**src/rtl/mdv_pkg.sv**
```systemverilog
// Shared constants and types for the microdrive write and replay paths.
package mdv_pkg;

  localparam logic [24:0] BASE1      = 25'h800000;
  localparam logic [24:0] BASE2      = 25'h900000;
  localparam int          BYTE_CLKS  = 21000000 * 8 / 200000;
  localparam int          HDR_WORDS  = 14;
  localparam int          SECT_WORDS = 329;

  typedef enum logic [1:0] {
    IDLE  = 2'd0,
    RUN   = 2'd1,
    DRAIN = 2'd2
  } mdv_state_t;

  // Anything outside [base, last] restarts at the drive's base.
  function automatic logic [24:0] wrap_addr(input logic [24:0] ptr,
                                            input logic [24:0] base,
                                            input logic [24:0] last);
    return (ptr > last || ptr < base) ? base : ptr;
  endfunction

endpackage

```
**src/rtl/mdv_byte_timer.sv**
```systemverilog
// Reloadable down-counter: busy stays high for exactly LOAD clocks after start.
module mdv_byte_timer
  import mdv_pkg::*;
#(
  parameter int LOAD = BYTE_CLKS
) (
  input  logic clk,
  input  logic reset_n,
  input  logic start,
  output logic busy
);

  logic [9:0] cnt_reg;

  always_ff @(posedge clk or negedge reset_n) begin
    if (!reset_n) begin
      cnt_reg <= '0;
    end else if (start) begin
      cnt_reg <= 10'(LOAD);
    end else if (cnt_reg != 10'd0) begin
      cnt_reg <= cnt_reg - 10'd1;
    end
  end

  assign busy = (cnt_reg != 10'd0);

endmodule

```
**src/rtl/mdv_writer.sv**
```systemverilog
// Microdrive write path: paces CPU bytes at tape rate and stores 16-bit words in the image.
// Build option MDV_WP_EN adds a write-protect input that suppresses RAM writes only.
module mdv_writer
  import mdv_pkg::*;
#(
  parameter int CLK_HZ    = 21000000,
  parameter int BIT_HZ    = 200000,
  parameter int MAX_WORDS = 329
) (
  input  logic        clk,
  input  logic        reset_n,
  input  logic        mdv_drive,
  input  logic        sel,
  input  logic        wr_gate,
  input  logic        tx_strobe,
  input  logic [7:0]  din,
  input  logic [24:0] rec_addr,
  input  logic [24:0] img_end,
`ifdef MDV_WP_EN
  input  logic        wp,
`endif
  output logic        tx_empty,
  output logic        overrun,
  output logic        mem_write,
  output logic [24:0] mem_addr,
  output logic [15:0] mem_dout,
  input  logic        mem_ack
);

  localparam int BYTE_LEN = CLK_HZ * 8 / BIT_HZ;

  mdv_state_t  state_reg, state_next;
  logic        wr_gate_q;
  logic        phase_reg;
  logic [7:0]  hi_reg;
  logic [9:0]  wcnt_reg;
  logic [24:0] wptr_reg;
  logic        mem_write_reg;
  logic [24:0] addr_reg;
  logic        addr_valid_reg;
  logic [15:0] dout_reg;
  logic        overrun_reg;

  logic        busy;
  logic        wr_rise;
  logic        start_run;
  logic        accept;
  logic        strobe_busy;
  logic        word_done;
  logic [15:0] word_val;
  logic        in_range;
  logic        buf_busy;
  logic        issue;
  logic        drop;
  logic        wp_block;
  logic [24:0] base_sel;
  logic [24:0] issue_addr;

`ifdef MDV_WP_EN
  assign wp_block = wp;
`else
  assign wp_block = 1'b0;
`endif

  mdv_byte_timer #(
    .LOAD(BYTE_LEN)
  ) u_timer (
    .clk    (clk),
    .reset_n(reset_n),
    .start  (accept),
    .busy   (busy)
  );

  assign wr_rise    = wr_gate & ~wr_gate_q;
  assign base_sel   = mdv_drive ? BASE1 : BASE2;
  assign issue_addr = wrap_addr(wptr_reg, base_sel, img_end);

  always_ff @(posedge clk or negedge reset_n) begin
    if (!reset_n) begin
      state_reg <= IDLE;
    end else begin
      state_reg <= state_next;
    end
  end

  always_comb begin
    state_next = state_reg;
    case (state_reg)
      IDLE:    if (wr_rise && sel) state_next = RUN;
      RUN:     if (!sel || !wr_gate) state_next = DRAIN;
      DRAIN:   if (!mem_write_reg) state_next = IDLE;
      default: state_next = IDLE;
    endcase
  end

  // A byte arriving with the gate falling is packed first, then the half-word is flushed.
  always_comb begin
    start_run   = (state_reg == IDLE) && wr_rise && sel;
    accept      = (state_reg == RUN) && sel && tx_strobe && !busy;
    strobe_busy = tx_strobe && busy;
    word_done   = 1'b0;
    word_val    = 16'h0000;
    if (state_reg == RUN && sel) begin
      if (accept && phase_reg) begin
        word_done = 1'b1;
        word_val  = {hi_reg, din};
      end else if (!wr_gate) begin
        if (accept) begin
          word_done = 1'b1;
          word_val  = {din, 8'h00};
        end else if (phase_reg) begin
          word_done = 1'b1;
          word_val  = {hi_reg, 8'h00};
        end
      end
    end
    in_range = (wcnt_reg < 10'(MAX_WORDS));
    buf_busy = mem_write_reg && !mem_ack;
    issue    = word_done && in_range && !buf_busy && !wp_block;
    drop     = word_done && in_range && buf_busy;
  end

  always_ff @(posedge clk or negedge reset_n) begin
    if (!reset_n) begin
      wr_gate_q      <= 1'b0;
      phase_reg      <= 1'b0;
      hi_reg         <= 8'h00;
      wcnt_reg       <= '0;
      wptr_reg       <= '0;
      mem_write_reg  <= 1'b0;
      addr_reg       <= '0;
      addr_valid_reg <= 1'b0;
      dout_reg       <= 16'h0000;
      overrun_reg    <= 1'b0;
    end else begin
      wr_gate_q <= wr_gate;

      if (start_run) begin
        wptr_reg  <= rec_addr;
        phase_reg <= 1'b0;
        wcnt_reg  <= '0;
      end else if (word_done) begin
        phase_reg <= 1'b0;
        // Pointer follows the tape even when the word is dropped or protected.
        if (in_range) begin
          wcnt_reg <= wcnt_reg + 10'd1;
          wptr_reg <= issue_addr + 25'd1;
        end
      end else if (accept) begin
        hi_reg    <= din;
        phase_reg <= 1'b1;
      end else if (state_reg == RUN && !sel) begin
        phase_reg <= 1'b0;
      end

      if (issue) begin
        mem_write_reg  <= 1'b1;
        addr_reg       <= issue_addr;
        addr_valid_reg <= 1'b1;
        dout_reg       <= word_val;
      end else if (mem_ack) begin
        mem_write_reg <= 1'b0;
      end

      if (drop || strobe_busy) begin
        overrun_reg <= 1'b1;
      end else if (wr_rise) begin
        overrun_reg <= 1'b0;
      end
    end
  end

  assign tx_empty  = ~busy;
  assign overrun   = overrun_reg;
  assign mem_write = mem_write_reg;
  assign mem_addr  = addr_valid_reg ? addr_reg : base_sel;
  assign mem_dout  = dout_reg;

endmodule

```
**config.mk**
```make
export PLATFORM = sky130hd
export DESIGN_NAME = mdv_writer
export DESIGN_NICKNAME = d
export VERILOG_FILES = /design/src/rtl/mdv_pkg.sv /design/src/rtl/mdv_byte_timer.sv /design/src/rtl/mdv_writer.sv
export SDC_FILE = /design/constraint.sdc
export NUM_CORES = 1
export LEC_CHECK = 0
export CAP_MARGIN = 15
export CORE_MARGIN = 2
export CORE_UTILIZATION = 45
export CTS_BUF_LIST = sky130_fd_sc_hd__clkbuf_8
export DETAILED_ROUTE_END_ITERATION = 10
export GPL_ROUTABILITY_DRIVEN = 0
export PLACE_DENSITY = 0.73
export SYNTH_ARGS = -nofsm -noshare
export SYNTH_HDL_FRONTEND = slang
export SYNTH_HIERARCHICAL = 1
export SYNTH_SLANG_ARGS = --single-unit
```
**constraint.sdc**
```tcl
create_clock -name clk -period 3.4 [get_ports clk]
set_input_delay 0.34 -clock clk [delete_from_list [all_inputs] [get_ports clk]]
set_output_delay 0.34 -clock clk [all_outputs]
set_load 0.005 [all_outputs]
```
==> metrics.yaml <==
clocking:
  clkLatencyLatePin_ns: 0.38
  cts_num_sinks: 101
  h-tree-depth: 3
  ctsHoldBuffers: 0
  clockRootBuffer: "clkbuf_8"
  cts_max_path_buffers: 2
  clk_pin_slew_ns: 0.09
  cts_buffers: 9
  tritoncts: "done"
logic_synthesis:
  synth_seq_cells: 101
  synthAdderAreaFrac: 0.0634
  ys_warn_count: 6
  netlist.area_leader.share: 0.428
  yosysSeqAreaShare: 0.428
  synth-compound-area-share: 0.179
  synth_xor_area_frac: 0.0104
  synth_top_family_by_area: "simple AND/OR/NAND/NOR gates"
  synth_cell_types: 68
  netlist_instances: 688
  synthTopCellsByArea: "dfrtp_1 (43%), nand2_1 (7.8%), ha_1 (6.1%), o21ai_0 (5.5%), a21oi_1 (3.6%)"
  synth_area_sq_um: 5900
  synth.area.mux_share: 0.0225
  synth_edf_count: 0
  synthSimpleGateAreaFrac: 0.243
  async_flop_share: 1.00
  synth_top_area_cell: "dfrtp_1"
  synth_flop_cell: "dfrtp_1"
  avgSynthCellArea_sq_um: 8.58
  synth_fp_nets: 782
sta:
  fmax_ghz: 0.280
  setup_tns_ns: -0.337
  worst_slew_pin_slew_ns: 0.765
  fin_crit_ns: 3.57
  relSlewSlack: 0.490
  finClkSkew_ns: 0.00565
  fin_crit_sh: 1.05
  hold_viol_final: 0
  fin_ws_ns: -0.167
  setup_violations: 3
  rsz0062_at_grt: "yes"
  drv_slew: 0
pwr:
  vdd_ir_drop_max_uv: 199
  leakage_nw: 3.49
  p_per_area_nw_per_um2: 372
  power_w: 0.00297
run_status:
  outcome: "complete, but fails checks"
  failed_checks: "negative setup slack"
place:
  portBuffers: 108
  preCtsSetupSlack_ns: -0.566
  place_hpwl_mm: 12.0
layout:
  most-common-layout-cells: "nand2_1 (121), clkdlybuf4s50_1 (106), dfrtp_1 (101)"
  n_fill_cell: 1127
  layout-drive-gt1-share: 0.167
  nets: 941
  final-seq-area_sq_um: 2530
  mostFrequentLayoutCell: "nand2_1"
  n_antenna_cell: 0
  multiInputGateArea_sq_um: 3210
  area_delta_synth_final_pct: 35.2
drt:
  dr.first_iter.drc_count: 391
  dr_wl_met2_mm: 7.63
  wirelength_mm: 16.2
  top_layer: "met4"
  route.detailed.drc: 0
  via_per_inst: 5.43
  wl_per_cell_microns: 15.8
  ant_nets: 0
  num_vias: 5558
  dr.pass1.iters: 5
  drt-met1-wl_mm: 7.29
  dr_wl_met3_microns: 925
worst_setup_path:
  slowest_delay_ns: 0.58
  critPathRequiredTime_ns: 3.64
  crit_family: "compound AO/OA/AOI/OAI gates"
  path_buf_inv: 0
  r2r_cells: 15
  crit_chain: "ha_4, a21o_1, a21o_1, a221oi_4, o211ai_2, a21oi_2, and2_4, ha_4, and4_4, nand3_4, or4_4, nor3_4, a21oi_2, o21ai_1, a31oi_1"
  slowest_stage: "or4_4"
  critPathLaunchType: "flop"
  cp.depth: 15
  arrival_ns: 3.80
  critPathMaxFanout: 5
  path_class: "reg -> reg"
  critPathCaptureType: "flop"
global_route:
  grt_max_degree: 60
  antenna_found_initial: 0
  first_global_vias: 5415
  gr-usage-all-layers: 0.231
  overflow: 0
  grt_first_pass_wirelength_mm: 26.3
die:
  rows: 41
  die_h_microns: 119
  initial_utilization: 0.464
  dieWidth_microns: 119
  ios: 109
  core_region_area_sq_um: 12700
  dieArea_sq_um: 14100
flow_run:
  max_cap_violations: 0
hold_path:
  hp-class: "in -> async"
[where the power goes]
part	switching (W)	leakage (nW)	internal, W
Combinational	0.000434	2.07	0.000382
Sequential	0.0000537	1.31	0.00126
Clock	0.000409	0.110	0.000427
Total	0.000896	3.49	0.00207
[Yosys cell counts, types with 6 or more instances]
cell	number
dfrtp_1	101
mux2_2	10
nand3_1	15
a31oi_1	10
nand2_1	122
nand2b_1	7
ha_1	29
a21oi_1	42
buf_2	9
nor2_1	45
and2_1	26
clkbuf_1	18
nor3_1	15
o21ai_0	65
or3_1	6
inv_1	44
a22oi_1	16
and3_1	6
nand4_1	14
a211oi_1	7
[area by class of cell]
class                           instances  share of cell area
Multi-Input combinational cell        510               0.402
Sequential cell                       101               0.317
Timing Repair Buffer                  181               0.207
Tap cell                              172              0.0270
Inverter                               44              0.0207
Clock buffer                           10              0.0172
Clock inverter                          5             0.00956
[cell families (layout without fill, tap and decap cells)]
family	Yosys count	in the layout
DFF	101	101
buffers and inverters	77	240
adders and majority gates	30	30
AOI/OAI and AO/OA	173	173
xor gates and xnor gates	7	7
and+or+nand+nor	288	288
muxes	12	12
[metrics by stage]
step / cells / utilization / hold slack (ns) / instance area (sq um)
6_report: 1023 / 0.628 / 0.0185 / 7990
5_1_grt: 1023 / 0.628 / 0.0827 / 7990
4_1_cts: 1009 / 0.612 / 0.0501 / 7780
3_5_place_dp: 992 / 0.591 / 0.460 / 7520
3_3_place_gp: 992 / 0.591 / 0.449 / 7520
2_1_floorplan: 688 / - / 0.0444 / 5920
[timing repair]
| item | CTS | global route |
|---|---|---|
| endpoints found under the setup margin | 5 | 51 |
| pin swaps | 7 | 18 |
| gates resized for setup | 8 | 23 |
| buffers inserted | 2 | 14 |
[metal layers]
layer  vias up  GRT usage
li1       2722          -
met1      2638      0.313
met5         -          0
met2       174      0.379
met4         0     0.0759
met3        24     0.0376
[path summary, 6_finish.rpt]
path / from / endpoint / slack [ns]
min reg2reg: addr_reg[15] / addr_reg[15] / 0.48
max: wptr_reg[6] / wptr_reg[24] / -0.17
min: reset_n / addr_reg[9] / 0.02
max reg2reg: wptr_reg[6] / wptr_reg[24] / -0.17
max in group asynchronous: reset_n / mem_dout[6] / 2.57
min in group clk: addr_reg[15] / addr_reg[15] / 0.48
(Power assumes the default switching activity.)
